--- src/rtl/key_event_decoder.sv ---
`default_nettype none
// ============================================================================
// key_event_decoder : turns debounced key strobes/levels into short, long,
//                     double-click and auto-repeat one-cycle pulses.
// Revision          : 1.0
// ============================================================================
module key_event_decoder #(
  parameter int unsigned LONG_CNT   = 50_000_000,
  parameter int unsigned DOUBLE_CNT = 15_000_000,
  parameter int unsigned REPEAT_CNT = 10_000_000,
  parameter bit          REPEAT_EN  = 1'b1,
  parameter int unsigned CNT_W      = 26
) (
  input  logic sys_clk,
  input  logic sys_rst_n,
  input  logic key_flag,
  input  logic key_value,
  output logic short_pulse,
  output logic long_pulse,
  output logic double_pulse,
  output logic repeat_pulse,
  output logic busy
);

  localparam logic [CNT_W-1:0] LONG_LAST   = CNT_W'(LONG_CNT - 1);
  localparam logic [CNT_W-1:0] DOUBLE_LAST = CNT_W'(DOUBLE_CNT - 1);
  localparam logic [CNT_W-1:0] REPEAT_LAST = CNT_W'(REPEAT_CNT - 1);

  typedef enum logic [2:0] {
    S_IDLE      = 3'd0,
    S_PRESS1    = 3'd1,
    S_WAIT2     = 3'd2,
    S_PRESS2    = 3'd3,
    S_LONG_HOLD = 3'd4
  } state_t;

  state_t           state_q, state_d;
  logic [CNT_W-1:0] cnt_q, cnt_d;
  logic             short_q, short_d;
  logic             long_q, long_d;
  logic             double_q, double_d;
  logic             repeat_q, repeat_d;
  logic             busy_q, busy_d;
  logic             rep_clr;
  logic             counting;

  // Transition priorities: release beats timeout, second press beats window expiry.
  always_comb begin
    state_d  = state_q;
    short_d  = 1'b0;
    long_d   = 1'b0;
    double_d = 1'b0;
    repeat_d = 1'b0;
    rep_clr  = 1'b0;
    case (state_q)
      S_IDLE: begin
        if (key_flag) state_d = S_PRESS1;
      end
      S_PRESS1: begin
        if (key_value) begin
          state_d = S_WAIT2;
        end else if (cnt_q == LONG_LAST) begin
          state_d = S_LONG_HOLD;
          long_d  = 1'b1;
        end
      end
      S_WAIT2: begin
        if (key_flag) begin
          state_d  = S_PRESS2;
          double_d = 1'b1;
        end else if (cnt_q == DOUBLE_LAST) begin
          state_d = S_IDLE;
          short_d = 1'b1;
        end
      end
      S_PRESS2: begin
        if (key_value) state_d = S_IDLE;
      end
      S_LONG_HOLD: begin
        if (key_value) begin
          state_d = S_IDLE;
        end else if (REPEAT_EN && (cnt_q == REPEAT_LAST)) begin
          repeat_d = 1'b1;
          rep_clr  = 1'b1;
        end
      end
      default: state_d = S_IDLE;
    endcase
    busy_d = (state_d != S_IDLE);
  end

  // With repeat disabled the hold counter parks at its last value instead of wrapping.
  always_comb begin
    counting = (state_q == S_PRESS1) || (state_q == S_WAIT2) || (state_q == S_LONG_HOLD);
    if ((state_d != state_q) || rep_clr) begin
      cnt_d = '0;
    end else if ((state_q == S_LONG_HOLD) && !REPEAT_EN && (cnt_q == REPEAT_LAST)) begin
      cnt_d = cnt_q;
    end else if (counting) begin
      cnt_d = cnt_q + 1'b1;
    end else begin
      cnt_d = cnt_q;
    end
  end

  always_ff @(posedge sys_clk or negedge sys_rst_n) begin
    if (!sys_rst_n) begin
      state_q  <= S_IDLE;
      cnt_q    <= '0;
      short_q  <= 1'b0;
      long_q   <= 1'b0;
      double_q <= 1'b0;
      repeat_q <= 1'b0;
      busy_q   <= 1'b0;
    end else begin
      state_q  <= state_d;
      cnt_q    <= cnt_d;
      short_q  <= short_d;
      long_q   <= long_d;
      double_q <= double_d;
      repeat_q <= repeat_d;
      busy_q   <= busy_d;
    end
  end

  assign short_pulse  = short_q;
  assign long_pulse   = long_q;
  assign double_pulse = double_q;
  assign repeat_pulse = repeat_q;
  assign busy         = busy_q;

endmodule
`default_nettype wire

--- config.mk ---
export PLATFORM = sky130hd
export DESIGN_NAME = key_event_decoder
export DESIGN_NICKNAME = d
export VERILOG_FILES = /design/src/rtl/key_event_decoder.sv
export SDC_FILE = /design/constraint.sdc
export NUM_CORES = 1
export LEC_CHECK = 0
export ABC_AREA = 0
export BUFFER_PORTS_ARGS = -buffer_cell sky130_fd_sc_hd__buf_2
export CORE_MARGIN = 10
export CORE_UTILIZATION = 44
export DETAILED_ROUTE_END_ITERATION = 10
export MAX_ROUTING_LAYER = met4
export PLACE_DENSITY = 0.67
export SETUP_SLACK_MARGIN = 0.02
export SLEW_MARGIN = 20
export SYNTH_ARGS = -nofsm -noshare
export SYNTH_HDL_FRONTEND = slang
export SYNTH_SLANG_ARGS = --single-unit
--- constraint.sdc ---
create_clock -name sys_clk -period 2.75 [get_ports sys_clk]
set_input_delay 0.4125 -clock sys_clk [delete_from_list [all_inputs] [get_ports sys_clk]]
set_output_delay 0.4125 -clock sys_clk [all_outputs]
set_load 0.05 [all_outputs]
* After elaboration in Yosys (flattened, before gate mapping)
Cells that the tools add are included.
** Word-level totals
- Flip-flop bits (word level) :: 34
- Input bits :: 4
- Output and inout bits :: 5
- Word-level logic and storage cells :: 43
** Cells by class
- Add/sub/neg operators :: 1
- Eq/ne operators :: 8
- Mux-type cells :: 20
- Reductions and logical operators :: 7
** Operators by type and width (number)
- $eq 26x24->1 const B :: 2
- $mux 26 :: 2
- $add 26x1->26 const B :: 1
- $eq 26x26->1 const B :: 1
- $mux 3 :: 6
- $pmux 3 s4 :: 1
- $mux 1 :: 11
- $eq 3x2->1 const B :: 2
- $eq 3x1->1 const B :: 1
- $eq 3x3->1 const B :: 1
- $logic_not 3->1 :: 1
- $logic_or 1x1->1 :: 3
- $ne 3x3->1 :: 1
- $reduce_bool 3->1 :: 1
- $reduce_bool 2->1 :: 1
- $reduce_or 2->1 :: 1

* Logic depth before layout (Yosys ltp)
Gate-level depths: netlist (run 1).
- Depth after elaboration :: 7
- Mapped depth :: 8
- Gate-level depth less buffers :: 6

* Worst setup path after synthesis (run 1)
No wires, ideal clock.
- Path kind :: reg2reg
- Start point :: register state_q[0]
- End point :: register cnt_q[0]
- Setup time :: 119 ps
- Arrival :: 1787 ps
- Required time :: 2631 ps
- Slack :: 845 ps
- Cell stages (with the launch flop) :: 9
- Path buffers :: 3
- Clock period less this slack :: 1905 ps
- Cell sequence :: dfrtp_1 buf_2 or4b_1 nor4_2 a32o_1 a211o_1 buf_4 buf_4 nor2_1
** Between the ends
- Longest elaborated chain between the ends :: 6
- Elaborated cells between the ends (all ways) :: 20
- Classes of those cells :: eq/ne: 5; mux: 9; reduce/logical: 6
** Ends and longest elaborated chain
- start, declared :: RTL line 37 : state_t state_q, state_d;
- start signal, assigned :: RTL line 116 : state_q <= state_d;
- $eq 3x3->1, or another cell as far along :: RTL line 55, 94
- $reduce_or 2->1 (no source line), or another cell as far along
- $pmux 3 s4 :: RTL line 55 : case (state_q)
- $ne 3x3->1 :: RTL line 95 : if ((state_d != state_q) || rep_clr) begin
- $logic_or 1x1->1 :: RTL line 95
- $mux 26 or $reduce_bool 2->1 (tied branches)
- end signal, assigned :: RTL line 117 : cnt_q <= cnt_d;
- end, declared :: RTL line 38 : logic [CNT_W-1:0] cnt_q, cnt_d;
Several ways; a longest one is shown, not always the timed one.
A chain may end at the register's enable or synchronous reset.

* Worst setup path after layout (run 1)
- Start point :: register cnt_q[16]
- End point :: register cnt_q[11]
** Between the ends
- Longest elaborated chain between the ends :: 7
- Elaborated cells between the ends (all ways) :: 15
- Classes of those cells :: eq/ne: 4; mux: 9; reduce/logical: 2
** Ends and longest elaborated chain (RTL line)
- $eq 26x24->1 or $eq 26x26->1 (tied branches) :: 71, 62
- $mux 3 (on tied branches) :: 71, 62
- $mux 3 (on tied branches) :: 68, 60
- $pmux 3 s4 :: 55
- $ne 3x3->1 :: 95
- $logic_or 1x1->1 * :: 95
- $mux 26 or $reduce_bool 2->1 (tied branches)
Mark *: on every way between the ends. The rest lies on a longest branch, timed or not.

==> metrics.txt, run 1 <==
status finished, final reports clean; postcts setup bufs 0; DRT antenna net count 0; Layout area overhead 8.24%; # IOs 9; slowest stage delay, CP about 0.44 ns; hpwl dp 2.64 mm; top post-synthesis cells by area dfrtp_1 46%, xnor2_1 9.9%, nor2_1 7.1%, nor4_2 3.4%, and4_1 3.3%; clock period minus worst slack roughly 2.1 ns; Syn Inst Count 191; I/O Buffers 8; Clk Latency, worst-skew pair 0.28 ns; Reg2Reg Setup Slack 0.62 ns; Slew headroom about half; CP Launch Point cnt_q[16]$_DFFE_PN0P_; Post-synth top flop dfrtp_1; pwr/cell area 542 nW/um^2; FF+latch count, synth 34; crit-path cells or3b_1 > nor3_1 > and4_1 > a211o_1 > buf_4 > nor2_1; Max Clock Skew around 0.0073 ns; Hold Crit Class in -> async; GP Congestion a little under 0.9; die height 84.9 um; Core Box Area ~4000 um^2; f_max about 470 MHz; Reg clk slew, reported paths 0.07 ns; number of buffers created by CTS 5; Post-synth EDFFs 0; RR Startpoint cnt_q[16]$_DFFE_PN0P_; PostCTS Resize Cnt 0; Synth top area share around 46%; Mapped Avg Cell Area just under 10 um^2; Initial Util 46.0%; DRT Wirelength 3.76 mm; Std-Cell Rows 23; Period Utilization, post-route 77.5%; Total Routing Usage GR 11.4%; Die W 84.9 um; global-route wire length before repair around 6.7 mm; syn_nets between 150 and 200; # clock sinks 34; pin count of the biggest net entering global routing 35; Final #Nets 205; Synth cell types 37; Slowest-stage cell, CP dfrtp_1; WP buf/inv 1; Peak VDD IR between 0.2 and 0.3 mV; ratio of cells with drive above 1 in the final layout approximately an eighth; H-tree Lvls 2; Final Util 49.8%; DIE AREA 7200 um^2; hold buffer count at CTS 0; final setup violation count 0; total number of vias 1,401; Ant. Diodes 0; CP Capture Type flop; vias in the first global route 1,419; crit path DAT approximately 2.3 ns; DR pass1 iterations 4; number of synthesis warnings 0; Post-Syn Area ~1900 um^2; Pins Over Slew Limit 0; CTS tree done; Wirelength per Cell around 15 um; Root Driver clkbuf_8; Longest Clk Path Bufs 2; Fin. Hold Viols 0; Max Cap Viol 0; vias per cell 5.63; DR iter-0 viols 70; CP max FO 26; CP required 2.90 ns; Setup crit start kind flop; critical path class reg -> reg; ys async rst share 100%; leading area contributor after synthesis dfrtp_1; number of remaining DRC errors 0; sequential share of the synthesized area 45.9%; Lkg Pwr 0.000768 uW; Post-Route Setup TNS 0 ns; Worst path top cell family by delay simple AND/OR/NAND/NOR gates; global route total overflow 0; RSZ-0062 raised after global routing no; initial antenna violation count 0; pin slew with the least headroom to its limit 0.752 ns
## registers in the layout (all words and copies together), names as in the netlist
name / flops
short_pulse: 1
busy: 1
state_q: 3
long_pulse: 1
repeat_pulse: 1
cnt_q: 26
double_pulse: 1
## layout make-up
cell class	count	area (um^2)
fill	379	2020
inverter	1	3.75
tap	50	62.6
sequential	34	851
timing repair buffer	9	47.5
multi-input combinational	149	957
clock buffer	6	82.6
## per-layer routing
layer  global-route usage [%]  up-vias  routed length (um)
met3                     3.63        4                 216
met4                     4.19        0                  35
met2                     16.7       33                1630
li1                         -      693                   -
met5                        -        -                   0
met1                     14.5      671                1880
## cells in the final DEF (no fill, tap or decap), types with 2 or more instances in the layout
cell,instances
nand3_1,7
xor2_1,5
o21a_1,3
nor4_2,5
and3_1,4
and4_1,7
nor2_1,35
clkbuf_8,6
nand2b_1,3
nor4bb_1,2
nand4b_1,2
nand4_1,4
nor3_1,9
a21oi_1,2
or2_2,2
dfrtp_1,34
nand2_1,15
xnor2_1,21
or3_1,2
nor4_1,6
o211ai_1,2
buf_2,8
## cell usage after synthesis, types with 2 or more instances
cell type  number
nor4bb_1        2
xnor2_1        21
a21oi_1         2
clkbuf_1        2
nand2_1        15
nand4_1         4
xor2_1          5
o21a_1          3
nor4_2          5
buf_2           2
buf_4           3
o211ai_1        2
dfrtp_1        34
and3_1          4
nor2_1         35
nand3_1         7
or3_1           2
and4_1          7
nor3_1          9
nand2b_1        3
nand4b_1        2
nor4_1          6
or2_2           2
## path summary, 6_finish.rpt
check / to / cells past startpoint
worst max-delay path: cnt_q[11]$_DFFE_PN0P_ / 6
worst min-delay path: state_q[0]$_DFF_PN0_ / 1
worst max register to register: cnt_q[11]$_DFFE_PN0P_ / 6
worst min register to register: cnt_q[1]$_DFFE_PN0P_ / 2
max in group asynchronous: cnt_q[7]$_DFFE_PN0P_ / 1
min in group sys_clk: double_pulse$_DFF_PN0_ / 3
## report_power, final
group	switching [uW]	internal, uW	total (uW)
combinational	112	61.4	173
clock	162	193	355
sequential	30.8	527	558
total	305	781	1090
## metrics by stage
stage	hold WS, ns	total power (uW)	setup slack, ns	area, um^2	cells
global placement	0.517	738	0.630	1920	243
detailed placement	0.524	741	0.608	1920	243
finish	0.178	1090	0.620	2000	249
floorplan	0.117	698	0.845	1850	191
global route	0.254	1140	0.443	2000	249
CTS	0.217	1100	0.613	2000	249
## worst reg2reg max path, delay by kind of cell, from the launching register on
family          cells  cell delay (ns)
flops               1             0.44
buf+inv             1             0.28
compound gates      1             0.10
simple gates        4             1.19
## cell families (layout without fill, tap and decap cells)
kind of cell / count (synthesis) / after routing / share of synthesized area (%)
AOI/OAI and AO/OA: 14 / 14 / 5.95
xor gates and xnor gates: 26 / 26 / 12.3
adders and majority gates: 1 / 1 / 0.676
buffers and inverters: 8 / 16 / 2.36
DFF: 34 / 34 / 45.9
muxes: 1 / 1 / 0.541
and+or+nand+nor: 107 / 107 / 32.2
(Power assumes the default switching activity.)
==> run 2, diff against run 1 <==
--- a/config.mk
+++ b/config.mk
@@ -5,13 +5,13 @@
 export SDC_FILE = /design/constraint.sdc
 export NUM_CORES = 1
 export LEC_CHECK = 0
-export ABC_AREA = 0
+export ABC_AREA = 1
 export BUFFER_PORTS_ARGS = -buffer_cell sky130_fd_sc_hd__buf_2
 export CORE_MARGIN = 10
 export CORE_UTILIZATION = 44
 export DETAILED_ROUTE_END_ITERATION = 10
 export MAX_ROUTING_LAYER = met4
-export PLACE_DENSITY = 0.67
+export PLACE_DENSITY = 0.69
 export SETUP_SLACK_MARGIN = 0.02
 export SLEW_MARGIN = 20
 export SYNTH_ARGS = -nofsm -noshare
==> constraint.sdc (replaced) <==
create_clock -name sys_clk -period 1.95 [get_ports sys_clk]
set_input_delay 0.2925 -clock sys_clk [delete_from_list [all_inputs] [get_ports sys_clk]]
set_output_delay 0.2925 -clock sys_clk [all_outputs]
set_load 0.05 [all_outputs]
==> metrics.txt, run 2 <==
status finished, final reports clean; Synth cell types 27 (-27%); Initial Util 45.9% (-0.11 points); initial antenna violation count 0 (unchanged); Fin. Hold Viols 0 (unchanged); Root Driver clkbuf_8; DRT Wirelength 4.64 mm (+23%); DIE AREA 8210 um^2 (+14%); PostCTS Resize Cnt 0 (unchanged); ys async rst share 100% (unchanged); H-tree Lvls 2 (unchanged); DR iter-0 viols 118 (+69%); pin count of the biggest net entering global routing 35 (unchanged); Lkg Pwr 0.00110 uW (+43%); Clk pwr share 31.5% (-1.2 points); FF+latch count, synth 34 (unchanged); syn_nets 296 (+51%); Reg power frac 32.1% (-19 points); postcts setup bufs 0 (unchanged); final setup violation count 0 (unchanged); Final #Nets 312 (+52%); Std-Cell Rows 25 (+8.7%); WP buf/inv 1 (unchanged); slowest stage delay, CP 0.39 ns (-0.05 ns); Post-synth top cells 60 x nand2_1, 46 x inv_1, 43 x nor2_1; most common cell after layout, fill and taps aside nand2_1; vias per cell 4.74 (-16%); combinational group share of total power 36.4% (+21 points); Mapped Avg Cell Area 7.54 um^2 (-22%); P_sw 919 uW (+200%); Peak VDD IR 0.553 mV (+110%); hpwl dp 3.37 mm (+28%); CP required 2.13 ns (-0.77 ns); Int Pwr 1590 uW (+100%); Max Cap Viol 0 (unchanged); crit path DAT 1.95 ns (-0.33 ns); CTS tree done; DR pass1 iterations 4 (unchanged); Total Routing Usage GR 12.0% (+0.60 points); Setup crit start kind flop; Top reg by flops cnt_q; Clk Latency, worst-skew pair 0.29 ns (about the same); global-route wire length before repair 8.05 mm (+21%); Post-synth top flop dfrtp_1; GP Congestion 0.934 (+5.6%); Post-Syn Area 2190 um^2 (+19%); Reg clk slew, reported paths 0.08 ns (about the same); Slew headroom 49.3% (-0.35 points); Ant. Diodes 0 (unchanged); smallest setup slack after layout 0.185 ns (-0.436 ns); Synth top area share 38.8% (-7.2 points); Wirelength per Cell 12.4 um (-18%); Syn Inst Count 291 (+52%); Worst path top cell family by delay simple AND/OR/NAND/NOR gates; Core Box Area 4790 um^2 (+19%); max FFs per register 26 (unchanged); Layout area overhead 12.4%; biggest regs cnt_q: 26 flops, state_q: 3 flops; global route total overflow 0 (unchanged); hold buffer count at CTS 0 (unchanged); leading area contributor after synthesis dfrtp_1; I/O Buffers 8 (unchanged); pin slew with the least headroom to its limit 0.760 ns (+0.00848 ns); Period Utilization, post-route 90.5% (+13 points); Max Clock Skew 0.00652 ns (-0.000775 ns); CP max FO 13 (-50%); Sw Ratio 36.6% (+8.6 points); Top cell by count, worst path nand2_2; top post-synthesis cells by area dfrtp_1 39%, nand2_1 10%, inv_1 7.9%, nor2_2 7.4%, nor2_1 7.4%; number of remaining DRC errors 0 (unchanged); ratio of cells with drive above 1 in the final layout 21.1% (+9.0 points); f_max 566 MHz (+21%); clock period minus worst slack 1.77 ns (-0.364 ns); Slowest-stage cell, CP dfrtp_1; CP Capture Type flop; number of buffers created by CTS 5 (unchanged); highest-count cells in the layout ignoring fill and taps 60 x nand2_1, 46 x inv_1, 41 x nor2_1; RSZ-0062 raised after global routing no; Post-Route Setup TNS 0 ns (unchanged); vias in the first global route 1,768 (+25%); Hold Crit Class in -> async; # clock sinks 34 (unchanged); Post-synth EDFFs 0 (unchanged); pwr/cell area 1020 nW/um^2 (+88%); Pins Over Slew Limit 0 (unchanged); critical path class reg -> reg; die height 90.6 um (+6.8%); # IOs 9 (unchanged); sequential share of the synthesized area 38.8% (-7.2 points); DRT antenna net count 0 (unchanged); crit-path cells ha_1 > nand2_2 > nor2_4 > nand3_1 > nor2_1 > nand2_1 > nand2_2 > o211ai_1 > nand3_4 > clkbuf_16 > nor2_2; Longest Clk Path Bufs 2 (unchanged); dpl ws 0.181 ns (-0.427 ns); top-count cell post-synth nand2_1; Die W 90.6 um (+6.8%); total number of vias 1,777 (+27%); number of synthesis warnings 0 (unchanged)
-- run 2: logic make-up after synthesis --
kind of cell,count (synthesis),synth area share [%]
flops,34,38.8
xor+xnor,18,7.18
simple gates,177,39.3
compound gates,8,2.57
buf+inv,52,11.1
fa+ha+maj,1,0.570
mux,1,0.513
-- run 2: power groups by stage --
stage / clock network [uW] / logic, uW / registers, uW
2_1_floorplan: 0 / 695 / 860
3_3_place_gp: 0 / 801 / 814
3_5_place_dp: 0 / 816 / 817
4_1_cts: 802 / 820 / 804
5_1_grt: 834 / 992 / 812
6_report: 790 / 914 / 806
-- run 2: metal layers --
| layer | GRT usage [%] | routed length, um |
|---|---|---|
| met1 | 14.3 | 2140 |
| met2 | 18.9 | 2190 |
| met3 | 2.99 | 216 |
| met4 | 5.31 | 93 |
| met5 | - | 0 |
-- run 2: cell type report --
| cell class | count | area [um^2] |
|---|---|---|
| Fill cell | 474 | 2320 |
| Inverter | 48 | 180 |
| Timing Repair Buffer | 13 | 108 |
| Sequential cell | 34 | 851 |
| Clock inverter | 3 | 68.8 |
| Tap cell | 67 | 83.8 |
| Multi-Input combinational cell | 205 | 1110 |
| Clock buffer | 5 | 68.8 |
-- run 2: per-stage QoR --
stage | cell area [um^2] | utilization, % | instances | total power (uW) | hold slack (ns)
3_3_place_gp | 2300 | 48.0 | 366 | 1610 | 0.407
4_1_cts | 2440 | 50.9 | 374 | 2430 | 0.0900
5_1_grt | 2470 | 51.5 | 375 | 2640 | 0.127
3_5_place_dp | 2300 | 48.0 | 366 | 1630 | 0.404
2_1_floorplan | 2190 | - | 291 | 1560 | -0.00309
6_report | 2470 | 51.5 | 375 | 2510 | 0.0722
-- run 2: worst paths after layout --
path	startpoint	endpoint	slack (ns)	cells past startpoint
worst max-delay path	cnt_q[1]$_DFFE_PN0P_	cnt_q[0]$_DFFE_PN0P_	0.18	11
worst min-delay path	sys_rst_n	cnt_q[9]$_DFFE_PN0P_	0.07	1
max in group asynchronous	sys_rst_n	cnt_q[25]$_DFFE_PN0P_	1.40	1
worst min register to register	cnt_q[25]$_DFFE_PN0P_	cnt_q[25]$_DFFE_PN0P_	0.59	3
worst max register to register	cnt_q[1]$_DFFE_PN0P_	cnt_q[0]$_DFFE_PN0P_	0.18	11
min in group sys_clk	key_flag	double_pulse$_DFF_PN0_	0.29	3
-- run 2: worst reg2reg max path: stages (launching register included) --
cell,delay [ns]
dfrtp_1,0.39
ha_1,0.20
nand2_2,0.08
nor2_4,0.18
nand3_1,0.09
nor2_1,0.09
nand2_1,0.08
nand2_2,0.07
o211ai_1,0.12
nand3_4,0.12
clkbuf_16,0.20
nor2_2,0.04
==> run 3, diff against run 2 <==
--- a/config.mk
+++ b/config.mk
@@ -7,11 +7,13 @@
 export LEC_CHECK = 0
 export ABC_AREA = 1
 export BUFFER_PORTS_ARGS = -buffer_cell sky130_fd_sc_hd__buf_2
+export CELL_PAD_IN_SITES_DETAIL_PLACEMENT = 0
+export CELL_PAD_IN_SITES_GLOBAL_PLACEMENT = 1
 export CORE_MARGIN = 10
-export CORE_UTILIZATION = 44
+export CORE_UTILIZATION = 41
 export DETAILED_ROUTE_END_ITERATION = 10
 export MAX_ROUTING_LAYER = met4
-export PLACE_DENSITY = 0.69
+export PLACE_DENSITY = 0.82
 export SETUP_SLACK_MARGIN = 0.02
 export SLEW_MARGIN = 20
 export SYNTH_ARGS = -nofsm -noshare
==> metrics.txt, run 3 (same netlist as run 2, synthesis figures left out) <==
Hold Crit Class in -> async; CP required 2.13 ns (about the same); hold buffer count at CTS 0 (unchanged); Die W 93.2 um (+2.8%); highest-count cells in the layout ignoring fill and taps 60 x nand2_1, 46 x inv_1, 41 x nor2_1; DRT Wirelength 4.85 mm (+4.5%); die height 93.2 um (+2.8%); vias per cell 4.68 (-1.3%); DR iter-0 viols 120 (+1.7%); clock period minus worst slack 1.83 ns (+0.0620 ns); f_max 547 MHz (-3.4%); number of remaining DRC errors 0 (unchanged); Final #Nets 318 (+1.9%); Slowest-stage cell, CP dfrtp_1; RSZ-0062 raised after global routing yes; Max Cap Viol 0 (unchanged); DR top layer met4; global-route wire length before repair 8.32 mm (+3.4%); Initial Util 42.7% (-3.2 points); pin count of the biggest net entering global routing 35 (unchanged); DRT antenna net count 0 (unchanged); CP Capture Type flop; max FFs per register 26 (unchanged); Std-Cell Rows 26 (+4.0%); CP max FO 6 (-7); Pins Over Slew Limit 0 (unchanged); DR WL met3 207 um (-4.2%); Max Clock Skew 0.00501 ns (-0.00151 ns); slowest stage delay, CP 0.39 ns (about the same); Setup crit start kind flop; ratio of cells with drive above 1 in the final layout 22.4% (+1.3 points); Total Power 2410 uW (-4.0%); status finished, final reports clean; Wirelength per Cell 12.7 um (+2.3%); DIE AREA 8680 um^2 (+5.7%); Core Box Area 5140 um^2 (+7.4%); # IOs 9 (unchanged); Period Utilization, post-route 93.7% (+3.2 points); Layout area overhead 13.3%; GP Congestion 0.869 (-7.0%); Top reg by flops cnt_q; crit path DAT 2.00 ns (+0.05 ns); # clock sinks 34 (unchanged); Lkg Pwr 0.00110 uW (+0.34%); pwr/cell area 969 nW/um^2 (-4.8%); final setup violation count 0 (unchanged); Fin. Hold Viols 0 (unchanged); Longest Clk Path Bufs 2 (unchanged); global route total overflow 0 (unchanged); pin slew with the least headroom to its limit 0.761 ns (+0.00129 ns); Reg clk slew, reported paths 0.07 ns (about the same); dpl ws 0.192 ns (+0.0113 ns); initial antenna violation count 0 (unchanged); crit-path cells ha_2 > nand2_2 > nor2_4 > nand3_2 > nor2_2 > nand2_1 > nand2_2 > o211ai_1 > nand3_4 > clkbuf_16 > nor2_2; DR pass1 iterations 4 (unchanged); critical path class reg -> reg; most common cell after layout, fill and taps aside nand2_1; number of buffers created by CTS 5 (unchanged); CTS tree done; Clk Latency, worst-skew pair 0.28 ns (about the same); I/O Buffers 8 (unchanged); Ant. Diodes 0 (unchanged); biggest regs cnt_q: 26 flops, state_q: 3 flops; hpwl dp 3.46 mm (+2.8%); Design Area, Final 2490 um^2 (+0.86%); area post-placement 2310 um^2 (+0.49%); smallest setup slack after layout 0.123 ns (-0.0620 ns); total number of vias 1,791 (+0.79%); vias in the first global route 1,769 (+0.057%); Peak VDD IR 0.546 mV (-1.4%); Root Driver clkbuf_8; H-tree Lvls 2 (unchanged); Total Routing Usage GR 12.1% (+0.042 points); met2 wire len 2.15 mm (-1.5%); Slew headroom 49.2% (-0.086 points); wl on met1 2.41 mm (+13%); Post-Route Setup TNS 0 ns (unchanged)
## run 3: worst paths after layout
kind | startpoint | to | slack, ns | cells past startpoint
max | cnt_q[1]$_DFFE_PN0P_ | cnt_q[13]$_DFFE_PN0P_ | 0.12 | 11
min | sys_rst_n | cnt_q[3]$_DFFE_PN0P_ | 0.08 | 1
max reg2reg | cnt_q[1]$_DFFE_PN0P_ | cnt_q[13]$_DFFE_PN0P_ | 0.12 | 11
min reg2reg | cnt_q[24]$_DFFE_PN0P_ | cnt_q[24]$_DFFE_PN0P_ | 0.61 | 2
max in group asynchronous | sys_rst_n | repeat_pulse$_DFF_PN0_ | 1.39 | 1
min in group sys_clk | key_flag | double_pulse$_DFF_PN0_ | 0.28 | 3
## run 3: repair_timing
action	4_1_cts	5_1_grt
setup endpoints to repair	0	26
gates resized for setup	0	5
setup buffers	0	3
## run 3: cell type report
class / count / area, um^2
multi-input combinational: 205 / 1120
fill: 564 / 2650
inverter: 48 / 180
sequential: 34 / 851
timing repair buffer: 19 / 174
clock buffer: 7 / 76.3
tap: 70 / 87.6
## run 3: stage by stage
stage,util [%],hold WS (ns),cells
3_5_place_dp,44.9,0.416,370
4_1_cts,46.4,0.103,377
5_1_grt,48.4,0.147,383
3_3_place_gp,44.9,0.409,370
2_1_floorplan,-,-0.00309,291
6_report,48.4,0.0774,383
## run 3: per-layer routing
| metal | up-vias | track usage [%] |
|---|---|---|
| met3 | 6 | 2.72 |
| met5 | - | - |
| met1 | 818 | 15.5 |
| met4 | 0 | 4.24 |
| met2 | 29 | 18.3 |
| li1 | 938 | - |
## run 3: report_power, final
part	total, uW	switching [uW]	internal, uW
Sequential	805	52.2	753
Clock	493	247	246
Combinational	1110	664	449
Total	2410	963	1450
## run 3: worst max-delay path: cells and delay by family (launching register included)
kind            cells  cell delay [ns]
compound gates      1             0.12
fa+ha+maj           1             0.20
buf+inv             1             0.19
flops               1             0.39
simple gates        8             0.83
